--- src/rtl/key_repeater.sv ---
// Purpose: turns a debounced key level into one-clock press/release/auto-repeat strobes.
// Latency: every output is registered and appears one clock after the edge that decides it.
// Backpressure: none; strobes are fire-and-forget, and repeat timing advances only on i_tick.
module key_repeater #(
  parameter int initialDelay = 500,  // ticks from press to first repeat (1..65535)
  parameter int repeatPeriod = 100   // ticks between later repeats (1..65535)
) (
  input  logic i_clk,
  input  logic i_reset_n,
  input  logic i_tick,
  input  logic i_in,
  output logic o_pressed,
  output logic o_released,
  output logic o_repeat,
  output logic o_event,
  output logic o_held
);

  // Out-of-range delays would silently wrap the 16-bit compare, so stop elaboration.
  if (initialDelay < 1 || initialDelay > 65535) begin : g_bad_delay
    $error("key_repeater: initialDelay %0d outside 1..65535", initialDelay);
  end
  if (repeatPeriod < 1 || repeatPeriod > 65535) begin : g_bad_period
    $error("key_repeater: repeatPeriod %0d outside 1..65535", repeatPeriod);
  end

  // Terminal counts, truncated to the counter width.
  localparam logic [15:0] DLY_LAST = 16'(initialDelay - 1);
  localparam logic [15:0] PER_LAST = 16'(repeatPeriod - 1);

  typedef enum logic [1:0] {
    S_IDLE   = 2'd0,
    S_DELAY  = 2'd1,
    S_REPEAT = 2'd2
  } state_t;

  state_t      r_state;
  logic [15:0] r_cnt;
  logic        r_pressed;
  logic        r_released;
  logic        r_repeat;
  logic        r_event;
  logic        r_held;

  logic        w_dly_hit;
  logic        w_per_hit;
  logic [15:0] w_cnt_inc;

  // Expiry compares; only consulted in the state that owns them.
  assign w_dly_hit = (r_cnt == DLY_LAST);
  assign w_per_hit = (r_cnt == PER_LAST);
  assign w_cnt_inc = r_cnt + 16'd1;

  // Key FSM with the tick counter; strobes default low so each lasts one clock.
  always_ff @(posedge i_clk or negedge i_reset_n) begin
    if (!i_reset_n) begin
      r_state    <= S_IDLE;
      r_cnt      <= 16'd0;
      r_pressed  <= 1'b0;
      r_released <= 1'b0;
      r_repeat   <= 1'b0;
      r_event    <= 1'b0;
      r_held     <= 1'b0;
    end else begin
      r_pressed  <= 1'b0;
      r_released <= 1'b0;
      r_repeat   <= 1'b0;
      r_event    <= 1'b0;
      case (r_state)
        S_IDLE: begin
          // A tick coinciding with the press is dropped: the count starts fresh.
          if (i_in) begin
            r_pressed <= 1'b1;
            r_event   <= 1'b1;
            r_held    <= 1'b1;
            r_cnt     <= 16'd0;
            r_state   <= S_DELAY;
          end
        end
        S_DELAY: begin
          // Release wins over a same-cycle expiry, so no repeat can follow a release.
          if (!i_in) begin
            r_released <= 1'b1;
            r_held     <= 1'b0;
            r_cnt      <= 16'd0;
            r_state    <= S_IDLE;
          end else if (i_tick) begin
            if (w_dly_hit) begin
              r_repeat <= 1'b1;
              r_event  <= 1'b1;
              r_cnt    <= 16'd0;
              r_state  <= S_REPEAT;
            end else begin
              r_cnt <= w_cnt_inc;
            end
          end
        end
        S_REPEAT: begin
          if (!i_in) begin
            r_released <= 1'b1;
            r_held     <= 1'b0;
            r_cnt      <= 16'd0;
            r_state    <= S_IDLE;
          end else if (i_tick) begin
            if (w_per_hit) begin
              r_repeat <= 1'b1;
              r_event  <= 1'b1;
              r_cnt    <= 16'd0;
            end else begin
              r_cnt <= w_cnt_inc;
            end
          end
        end
        default: begin
          // Unreachable encoding: fall back to idle without emitting anything.
          r_held  <= 1'b0;
          r_cnt   <= 16'd0;
          r_state <= S_IDLE;
        end
      endcase
    end
  end

  assign o_pressed  = r_pressed;
  assign o_released = r_released;
  assign o_repeat   = r_repeat;
  assign o_event    = r_event;
  assign o_held     = r_held;

endmodule

--- config.mk ---
export PLATFORM = sky130hd
export DESIGN_NAME = key_repeater
export DESIGN_NICKNAME = d
export VERILOG_FILES = /design/src/rtl/key_repeater.sv
export SDC_FILE = /design/constraint.sdc
export NUM_CORES = 1
export LEC_CHECK = 0
export BUFFER_PORTS_ARGS = -buffer_cell sky130_fd_sc_hd__buf_4
export CAP_MARGIN = 20
export CORE_MARGIN = 3
export CORE_UTILIZATION = 45
export DETAILED_ROUTE_END_ITERATION = 7
export MAX_ROUTING_LAYER = met4
export PLACE_DENSITY_LB_ADDON = 0.05
export SYNTH_ARGS = -nofsm -noshare
export SYNTH_HDL_FRONTEND = slang
export SYNTH_SLANG_ARGS = --single-unit
export TNS_END_PERCENT = 20
--- constraint.sdc ---
create_clock -name i_clk -period 4.45 [get_ports i_clk]
set_input_delay 1.1125 -clock i_clk [delete_from_list [all_inputs] [get_ports i_clk]]
set_output_delay 1.1125 -clock i_clk [all_outputs]
set_load 0.02 [all_outputs]
### After elaboration in Yosys (flattened, before gate mapping)

Cells that the tools add are included.
W data, S select, Z words.

* bits in registers: 23
* bits in latches: 0
* bits in writable memories: 0
* ROM bits: 0
* input port bits: 4
* memories: 0

* add/subtract/negate cells: 1
* multipliers: 0
* divide/modulo/power cells: 0
* $lt $le $gt $ge: 0
* equality and inequality tests: 10
* shift operators: 0
* muxes and demuxes: 29
* bitwise operators: 0
* reduce and logical (&&, ||, !) cells: 5

Operator list (number)
* $mux W16: 7
* $pmux W16 S3: 1
* $add A16 B1 Y16 const B: 1
* $eq A16 B7 Y1 const B: 1
* $eq A16 B9 Y1 const B: 1
* $mux W1: 12
* $mux W2: 5
* $ne A3 B3 Y1 const B: 3
* $ne A2 B2 Y1 const B: 3
* $pmux W2 S3: 1
* $pmux W1 S2: 2
* $reduce_and A4 Y1: 1
* $pmux W1 S3: 1
* $reduce_and A3 Y1: 1
* $eq A2 B1 Y1 const B: 1
* $eq A2 B2 Y1 const B: 1
* $logic_not A2 Y1: 1
* $reduce_and A2 Y1: 1
* $reduce_or A2 Y1: 1

### Logic depth before layout (Yosys ltp)

* depth after elaboration: 5
* depth in mapped cells: 8

### Least setup slack after synthesis

No wires, ideal clock.

* kind: input to register
* start point: input port i_in
* end point: register r_cnt[5]
* library setup time: 0.124 ns
* arrival: 2.064 ns
* data required time: 4.326 ns
* setup slack: 2.262 ns
* stages: 6
* cells stage by stage: inv_1 o31ai_4 o21bai_1 buf_4 or3_1 nand3_1

* word-level cells in the longest chain between the ends: 2

Ends and longest elaborated chain
* start, declared: line 11 `input logic i_in,`
* $ne A3 B3 Y1 (no source line) (tied with other cells)
* $reduce_and A3 Y1 (no source line) / $pmux W16 S3 (equally long branches)
* end signal, assigned: line 94 `r_cnt <= w_cnt_inc;`
* end signal, assigned: line 110 `r_cnt <= w_cnt_inc;`
* end, declared: line 38 `logic [15:0] r_cnt;`

Several ways; a longest one is shown, not always the timed one.
A chain may end at the register's enable or synchronous reset.

### Worst setup path after layout

Same ends and word-level chain as after synthesis.

==> flow_metrics.tcl <==
set metrics [dict create \
    first_global_vias 1012 \
    required_ns 4.66 \
    rsz0062_at_grt "false" \
    end_kind "flop" \
    finish.net_count 169 \
    crit_buf_inv 2 \
    drc_errors 0 \
    slew_violations 0 \
    synth_seq_cells 23 \
    die_y_um 62.0 \
    cts.sinks 23 \
    fin_setup_tns_ns 0 \
    grt_start_max_net_pins 24 \
    post-route-period-util_pct 57.9 \
    wirelength_um 2870 \
    critPathTopFamily "compound AO/OA/AOI/OAI gates" \
    grt_overflow 0 \
    syn_inst 152 \
    finClkSkew_ns 0.00650 \
    route.vias.total 1124 \
    startpoint "i_in" \
    core-area_mm2 0.00288 \
    ioPinCount 9 \
    postCtsHoldBufs 0 \
    arrival_ns 2.78 \
    critPathKind "primary input to flop" \
    start_util_pct 49.0 \
    cts_buffers 3 \
    crit_fanout 19 \
    synthesis.area_mm2 0.00141 \
    wire_per_inst_um 14.3 \
    rows 19 \
    path_clk_slew_ns 0.12 \
    avgSynthCellArea_um2 9.27 \
    ys_types 43 \
    clock-root-buffer "clkbuf_4" \
    die_area_mm2 0.00384 \
    yosysSeqAreaShare_pct 40.9 \
    total_power_uw 542 \
    gp_congestion 0.807 \
    hp-class "flop to flop" \
    dp_hpwl_um 2060 \
    n_antenna_cell 0 \
    cts_tree "done" \
    max_stage_delay_ns 0.73 \
    holdWs_ns 0.563 \
    synth_warnings 0 \
    syn-num-nets 162 \
    multi_input_area_um2 747 \
    startpoint_type "primary input" \
    clock_path_buffers 2 \
    final_core_util_pct 52.4 \
    dp_cells 196 \
    layout-drive-gt1-share_pct 12.0 \
    layout_min_cycle_time_ns 2.58 \
    die-width_um 62.0 \
    drv_cap 0 \
    max_freq_ghz 0.388 \
    register_area_um2 576 \
    grt_pass1_wl_um 4820 \
    antenna_found_initial 0 \
    hp-start "o_held" \
    drtPass1Iterations 4 \
    path_cells "buf_4 > inv_1 > o31ai_4 > o21bai_1 > or3_1 > nand3_1" \
    syn_to_final_growth_pct 6.93 \
    drtAntennaViolNets 0 \
    drtIter0Drc 50 \
    via_per_inst 5.62 \
    port_buffers 8 \
    r2r_start "r_state[0]" \
    status "finished clean" \
    grt_usage_pct 17.3 \
    fill_cells 284 \
    setup_viol 0 \
    clk_latency_ns 0.31 \
    p_leak_nw 0.642 \
    post_cts_resized 0 \
    postCtsSetupBuffers 0 \
    hold_viol_final 0 \
    peakVddDrop_mv 0.256 \
    slew_headroom_pct 45.4 \
    p_per_area_mw_per_mm2 360 \
    worst_slew_pin_slew_ns 0.819 \
    slowest_stage "o31ai_4" \
    final_cells 200 \
    htree_levels 1 \
]
worst paths after layout:
kind	end	slack (ns)	cells after the start
worst max-delay path	r_cnt[5]	1.87	6
worst min-delay path	o_held	0.56	2
worst max register to register	r_cnt[5]	2.11	7
worst min register to register	o_held	0.56	2
max in group asynchronous	r_state[1]	3.56	1
min in group asynchronous	r_cnt[12]	0.66	1
power breakdown:
part,internal [mW],switching [mW]
logic,0.0735,0.121
registers,0.230,0.0183
clock network,0.0350,0.0632
total,0.339,0.203
tightest hold or removal path, stage by stage (launching register included):
cell	delay (ns)
dfrtp_1	0.39
nand2_1	0.06
o21ai_0	0.08
sequential cells by signal, indices dropped and copies added, names as in the netlist:
| name | count |
|---|---|
| o_event | 1 |
| o_released | 1 |
| o_repeat | 1 |
| r_cnt | 16 |
| o_pressed | 1 |
| r_state | 2 |
| o_held | 1 |
cell usage after synthesis:
master	number	area share [%]
and4_1	3	1.9
o22a_1	1	0.62
a21oi_1	8	2.8
buf_4	2	1.1
and2_1	2	0.89
or2b_2	1	0.62
nor2b_1	1	0.44
or3_1	9	4.0
and3_1	4	1.8
or4_1	2	1.1
a41oi_2	1	1.2
nor4_4	1	1.5
and4b_1	2	1.4
o31ai_4	1	1.5
o21bai_1	1	0.53
ha_1	6	5.3
nor4_1	2	0.89
or2_1	1	0.44
nor4_2	1	0.89
mux2_2	1	0.80
a31oi_1	1	0.44
nor3_1	1	0.35
nor4bb_1	1	0.71
nand4_1	3	1.3
o21ai_0	6	2.1
o311ai_1	1	0.62
xnor2_1	3	1.9
nand2_2	1	0.44
a41oi_1	1	0.62
o21ai_1	4	1.4
nand2_1	13	3.5
buf_2	3	1.1
o211ai_1	1	0.53
mux2i_1	1	0.71
a22o_1	1	0.62
nand3_1	15	5.3
xor2_1	1	0.62
buf_6	1	0.80
nor2_4	1	0.80
nor2_1	7	1.9
nor3b_1	1	0.53
dfrtp_1	23	41
inv_1	12	3.2
metrics by stage:
| stage | setup WS (ns) | cell area, µm² |
|---|---|---|
| 2_1_floorplan | 2.26 | 1410 |
| 3_3_place_gp | 1.59 | 1480 |
| 3_5_place_dp | 1.55 | 1480 |
| 4_1_cts | 1.89 | 1510 |
| 5_1_grt | 1.76 | 1510 |
| 6_report | 1.87 | 1510 |
logic make-up after synthesis:
group                    count (synthesis)  synth area share, %
XOR/XNOR                                 4                 2.49
AO/OA/AOI/OAI                           27                 13.1
flip-flops                              23                 40.9
adder cells (fa/ha/maj)                  6                 5.33
AND/OR/NAND/NOR                         72                 30.6
multiplexers                             2                 1.51
buffers and inverters                   18                 6.13
area by class of cell:
cell class | instances | area share (%)
tap | 42 | 3.49
clock buffer | 4 | 1.74
multi-input combinational | 111 | 49.6
inverter | 12 | 2.99
timing repair buffer | 8 | 3.99
sequential | 23 | 38.2
layout by cell type, fill, tap and decap left out, drive strengths merged, types with 2 or more instances in the layout:
cell    instances
nand4           3
and3            4
and4b           2
a41oi           2
nor4            4
buf             8
nand2          14
or3             9
nor2            8
and2            2
and4            3
ha              6
dfrtp          23
or4             2
clkbuf          4
o21ai          10
inv            12
nand3          15
a21oi           8
xnor2           3
layer usage:
metal / routed length (µm) / vias up / GRT usage, %
met4: 24 / 0 / 4.55
met1: 1430 / 540 / 25.4
met2: 1300 / 22 / 24.9
met3: 110 / 4 / 2.48
met5: 0 / - / -
li1: - / 558 / -
Note: power is estimated with default switching activity, not from simulation.
